### src/rtl/jk_fsm_pkg.sv
// Shared types for the JK channel bank.
// State encoding and dwell counter width helper.
package jk_fsm_pkg;

  typedef enum logic {
    OFF = 1'b0,
    ON  = 1'b1
  } state_e;

  function automatic int dwell_w(input int min_on);
    int w;
    w = $clog2(min_on + 1);
    return (w < 1) ? 1 : w;
  endfunction

endpackage

### src/rtl/jk_fsm_chan.sv
// One JK channel: OFF/ON state, minimum-ON dwell, rise pulse.
// Ports: clk, reset (sync, high), en, j, k -> out, rise.
import jk_fsm_pkg::*;

module jk_fsm_chan #(
  parameter int MIN_ON = 3
) (
  input  logic clk,
  input  logic reset,
  input  logic en,
  input  logic j,
  input  logic k,
  output logic out,
  output logic rise
);

  localparam int DW = dwell_w(MIN_ON);
  localparam logic [DW-1:0] DMAX = DW'(MIN_ON);

  state_e          state_q, state_d;
  logic [DW-1:0]   dwell_q, dwell_d;
  logic            out_dly_q, out_dly_d;

  always_comb begin
    state_d   = state_q;
    dwell_d   = dwell_q;
    out_dly_d = out;
    if (en) begin
      unique case (state_q)
        OFF: begin
          if (j) begin
            state_d = ON;
            dwell_d = '0;
          end
        end
        ON: begin
          // k only honoured once the dwell has saturated
          if (k && (dwell_q == DMAX)) begin
            state_d = OFF;
          end else if (dwell_q != DMAX) begin
            dwell_d = dwell_q + DW'(1);
          end
        end
        default: state_d = OFF;
      endcase
    end
  end

  always_ff @(posedge clk) begin
    if (reset) begin
      state_q   <= OFF;
      dwell_q   <= '0;
      out_dly_q <= 1'b0;
    end else begin
      state_q   <= state_d;
      dwell_q   <= dwell_d;
      out_dly_q <= out_dly_d;
    end
  end

  assign out  = (state_q == ON);
  assign rise = out & ~out_dly_q;

endmodule

### src/rtl/jk_fsm_bank.sv
// Bank of NCH independent JK channels with registered aggregates.
// Ports: clk, reset, en/j/k[NCH] -> out, rise, on_count, any_on.
import jk_fsm_pkg::*;

module jk_fsm_bank #(
  parameter int NCH    = 4,
  parameter int MIN_ON = 3
) (
  input  logic                       clk,
  input  logic                       reset,
  input  logic [NCH-1:0]             en,
  input  logic [NCH-1:0]             j,
  input  logic [NCH-1:0]             k,
  output logic [NCH-1:0]             out,
  output logic [NCH-1:0]             rise,
  output logic [$clog2(NCH+1)-1:0]   on_count,
  output logic                       any_on
);

  localparam int CW = $clog2(NCH + 1);

  logic [CW-1:0] on_count_q, on_count_d;
  logic          any_on_q, any_on_d;

  for (genvar i = 0; i < NCH; i++) begin : g_chan
    jk_fsm_chan #(
      .MIN_ON(MIN_ON)
    ) u_chan (
      .clk  (clk),
      .reset(reset),
      .en   (en[i]),
      .j    (j[i]),
      .k    (k[i]),
      .out  (out[i]),
      .rise (rise[i])
    );
  end

  always_comb begin
    on_count_d = '0;
    for (int i = 0; i < NCH; i++) begin
      on_count_d = on_count_d + CW'(out[i]);
    end
    any_on_d = |out;
  end

  always_ff @(posedge clk) begin
    if (reset) begin
      on_count_q <= '0;
      any_on_q   <= 1'b0;
    end else begin
      on_count_q <= on_count_d;
      any_on_q   <= any_on_d;
    end
  end

  assign on_count = on_count_q;
  assign any_on   = any_on_q;

endmodule

### config.mk
export PLATFORM = sky130hd
export DESIGN_NAME = jk_fsm_bank
export DESIGN_NICKNAME = d
export VERILOG_FILES = /design/src/rtl/jk_fsm_pkg.sv /design/src/rtl/jk_fsm_chan.sv /design/src/rtl/jk_fsm_bank.sv
export SDC_FILE = /design/constraint.sdc
export NUM_CORES = 1
export LEC_CHECK = 0
export BUFFER_PORTS_ARGS = -buffer_cell sky130_fd_sc_hd__buf_4
export CAP_MARGIN = 20
export CORE_MARGIN = 4
export CORE_UTILIZATION = 54
export DETAILED_ROUTE_END_ITERATION = 10
export PLACE_DENSITY_LB_ADDON = 0.05
export SYNTH_ARGS = -nofsm -noshare
export SYNTH_HDL_FRONTEND = slang
export SYNTH_SLANG_ARGS = --single-unit
### constraint.sdc
create_clock -name clk -period 4 [get_ports clk]
set_input_delay 0.4 -clock clk [delete_from_list [all_inputs] [get_ports clk]]
set_output_delay 0.4 -clock clk [all_outputs]
set_load 0.05 [all_outputs]
Yosys cells after proc, flatten, opt, wreduce, memory -nomap -nowiden --
Index checks and enable logic that the tools add are counted.
Storage, ports and cells: bits of input ports 14, flip-flop bits (word level) 20, output and inout bits 12
Operators by class: bitwise logic cells 12, equal/unequal tests 20, reductions and logical operators 9, multiplexer cells 28, add/sub/neg operators 7
Operator list (count):
- 2-bit inequality test (second input constant) | 16
- 2-bit 2-to-1 mux | 12
- 2-bit case mux with 2 select lines | 4
- 4-bit AND reduction | 4
- 2-bit by 1-bit adder with 2-bit output (second input constant) | 4
- 2-bit equality test (second input constant) | 4
- 1-bit 2-to-1 mux | 8
- 1-bit NOT | 8
- 1-bit case mux with 2 select lines | 4
- 1-bit bitwise AND | 4
- 1-bit logical AND | 4
- 4-bit OR reduction | 1
- 2-bit by 1-bit adder with 3-bit output | 1
- 3-bit by 1-bit adder with 3-bit output | 1
- 1-bit by 1-bit adder with 2-bit output | 1

Logic depth before layout (Yosys ltp) --
depth in word-level cells 4, gate-level depth with buffers 7, depth with buffers taken out 6

Modules after synthesis --
A second synthesis with hierarchy kept.
Second synthesis, totals: cell total of the unflattened synthesis 94, area, all modules 904.6 um^2
By module, submodules not included:
- jk_fsm_chan | area each 180.2 um^2, sequential area each 80.1 um^2, cells each 19, instances 4
- jk_fsm_bank | area each 183.9 um^2, sequential area each 80.1 um^2, cells each 18, instances 1

Worst setup path before layout --
No wires, ideal clock.
path type reg-to-reg, start point register g_chan[0].u_chan.state_q, end point register on_count_q[1], in the netlist on_count[1], path buffers 0, period minus slack after synthesis 1769 ps, data required time 3872 ps, arrival 1641 ps, cell stages (with the launch flop) 7, setup slack 2231 ps, library setup time 128 ps, path through dfxtp_1 -> inv_1 -> fa_1 -> inv_1 -> ha_1 -> ha_1 -> nor2b_1
Between the ends: longest elaborated chain between the ends 3
RTL lines:
- start, declared | line jk_fsm_chan.sv:20 | state_e state_q, state_d;
- start signal, assigned | line jk_fsm_chan.sv:55 | state_q <= state_d;
- 1-bit by 1-bit adder with 2-bit output | line jk_fsm_bank.sv:42 | on_count_d = on_count_d + CW'(out[i]);
- 2-bit by 1-bit adder with 3-bit output | line jk_fsm_bank.sv:42
- 3-bit by 1-bit adder with 3-bit output | line jk_fsm_bank.sv:42
- net on_count_d[1] | line jk_fsm_bank.sv:22 | logic [CW-1:0] on_count_q, on_count_d;
- end signal, assigned | line jk_fsm_bank.sv:52 | on_count_q <= on_count_d;
- end, declared | line jk_fsm_bank.sv:22
The timed path passes the listed nets, and every way through them passes these cells. A chain may end at the register's enable or synchronous reset.

Worst setup path in the final report --
Same ends and word-level chain as after synthesis.

==> results.md <==
- Status: complete, no violations
- Number of global-route vias before repair: 666
- Fillers: 142
- Pre-CTS setup slack: 2.15 ns
- CTS clk-pin slew, worst paths: 0.12 ns
- Min-delay worst type: in -> reg
- Yosys warnings: 0
- Max stage delay cell, worst path: fa_1
- GP Congestion: 0.754
- Crit Path Max Fanout: 9
- Pre-antenna DRT Iters: 4
- TritonCTS Buffers: 3
- Final Hold Vio Count: 0
- End-of-flow core utilization: 0.671
- Max-Cap Viols: 0
- Register area: 400 um2
- Ranking of synthesized cells by area: dfxtp_1, ha_1, buf_4, a31oi_1, a21oi_1
- Die X: 50.5 um
- Post-CTS Hold Fix Bufs: 0
- Largest net degree at the start of global routing: 21
- Detailed Route WL: 1680 um
- Post-DP HPWL: 1240 um
- Post-CTS Setup Bufs: 0
- GR peak layer: met2
- Multi-input logic area: 468 um2
- Synth Flop Type: dfxtp_1
- Tcrit/Tclk final: 0.464
- # IOs: 26
- Seq/Total Area, Yosys: 0.410
- Die Height: 50.5 um
- Ys async rst share: 0
- Port Buffer Count: 25
- Vias per cell: 5.26
- CTS sink count: 20
- Tmin final: 1.86 ns
- Final TNS setup: 0 ns
- Yosys top cell area share: 0.410
- Ordered cell list for the critical path: inv_1 > fa_1 > inv_1 > ha_1 > ha_1 > nor2b_1
- Total gr overflow: 0
- Maximum VDD drop: 247 uV
- PwrDens: 404 nW/um2
- Nature of the critical path endpoint: flip-flop
- Num rows: 15
- Core area: 1730 um2
- Critical path class: reg -> reg
- Cell Area, Synth: 977 um2
- Post-synth cell types: 19
- Syn Nets: 128
- Final nets: 146
- Initial antenna violation count: 0
- Global-route wire length before repair: 2760 um
- Worst skew pair latency: 0.30 ns
- Post-CTS sizing: 0
- Setup violators final: 0
- Post-synth top area cell: dfxtp_1
- Final Max Slew Viols: 0
- RSZ-0062 raised after global routing: no
- Most common cell in the netlist: dfxtp_1
- DRT iter0 DRCs: 8
- Area growth from synthesis to layout: 18.6%
- Setup Skew: 0.0116 ns
- Max Clk Rate: 539 MHz
- Root buf cell: clkbuf_4
- Critical path arrival: 2.06 ns
- Post-route ant nets: 0
- Fin worst setup slack: 2.14 ns
- CTS Buffer Depth: 2
- Layout cells sized above 1: 0.260
- Worst slew pin tran: 0.340 ns
- Antenna Cells: 0
- Yosys reg bits: 20
- Clock H-tree levels: 1
- Avg Cell Area, Syn: 9.22 um2
- CTS tree: yes
- DRC errors left: 0
- CP max stage delay: 0.54 ns
- M2 GR Usage: 0.233
- Startpoint types: flip-flop
- Synth top cells by count: dfxtp_1, a21oi_1, a31oi_1, buf_4, nand2_1
- P_leak: 0.503 nW
- GRT Total Usage: 0.142
- Crit path required time: 4.21 ns
- Post-synth EDFFs: 0
- Die Area: 2550 um2
- Relative slew slack: 0.773
- Post-Syn Instances: 106
- Starting density of the core: 0.566
- GRT met3 Usage: 0.0267
- DR vias: 779
- Routed WL per cell: 11.3 um
- Met1 Usage GRT: 0.174
==> worst paths after layout <==
check             depth (start not counted)                     endpoint                        start  slack, ns
setup / recovery                          6                  on_count[1]         g_chan[0].u_chan.out       2.14
hold / removal                            2                       any_on                        reset       0.40
setup reg to reg                          6                  on_count[1]         g_chan[0].u_chan.out       2.14
hold reg to reg                           2  g_chan[0].u_chan.dwell_q[0]  g_chan[0].u_chan.dwell_q[0]       0.50
==> worst max-delay path, delay by kind of cell, from the launching register on <==
family / cells / cell delay (ns)
simple gates: 1 / 0.13
buf+inv: 2 / 0.19
flops: 1 / 0.46
fa+ha+maj: 3 / 0.98
==> stage by stage <==
| stage | power [mW] | hold WS (ns) | instances | instance area (um2) |
|---|---|---|---|---|
| floorplan | 0.287 | 0.462 | 106 | 977 |
| global placement | 0.308 | 0.472 | 144 | 1110 |
| detailed placement | 0.309 | 0.484 | 144 | 1110 |
| CTS | 0.474 | 0.394 | 148 | 1160 |
| global route | 0.488 | 0.407 | 148 | 1160 |
| finish | 0.468 | 0.399 | 148 | 1160 |
==> cell families after synthesis <==
| logic type | synth area share |
|---|---|
| AOI/OAI and AO/OA | 0.118 |
| adders and majority gates | 0.110 |
| buffers and inverters | 0.111 |
| DFF | 0.410 |
| and+or+nand+nor | 0.251 |
==> metal layers <==
metal  vias up  wire (um)
met3         4         92
li1        403          -
met1       356        778
met5         -          0
met2        16        771
met4         0         34
==> where the power goes <==
part / internal [mW] / switching, mW
Clock: 0.101 / 0.0628
Combinational: 0.0320 / 0.0533
Sequential: 0.209 / 0.00936
Total: 0.343 / 0.125
==> layout by cell type, fill, tap and decap left out <==
cell | netlist | routed
nor2b_1 | 5 | 5
ha_1 | 7 | 7
nor2_1 | 7 | 7
o21ai_0 | 4 | 4
fa_1 | 1 | 1
inv_1 | 5 | 5
nor3_1 | 4 | 4
and4_1 | 4 | 4
bufinv_16 | 0 | 1
nand2_1 | 8 | 8
clkbuf_4 | 0 | 3
buf_4 | 8 | 25
nand3_1 | 4 | 4
and4bb_2 | 3 | 3
a31oi_1 | 8 | 8
a21oi_1 | 9 | 9
nor4bb_1 | 1 | 1
dfxtp_1 | 20 | 20
nand4b_1 | 4 | 4
==> registers in the layout (all words and copies together) (netlist names) <==
name,flops
any_on,1
g_chan.u_chan.dwell_q,8
g_chan.u_chan.out_dly_q,4
on_count,3
g_chan.u_chan.out,4
==> final cells by class <==
cell class / instances / area share
Timing Repair Buffer: 25 / 0.162
Multi-Input combinational cell: 69 / 0.404
Inverter: 5 / 0.0162
Clock inverter: 1 / 0.0259
Tap cell: 25 / 0.0270
Clock buffer: 3 / 0.0194
Sequential cell: 20 / 0.346
No activity file was read; power rests on OpenSTA's default activity.
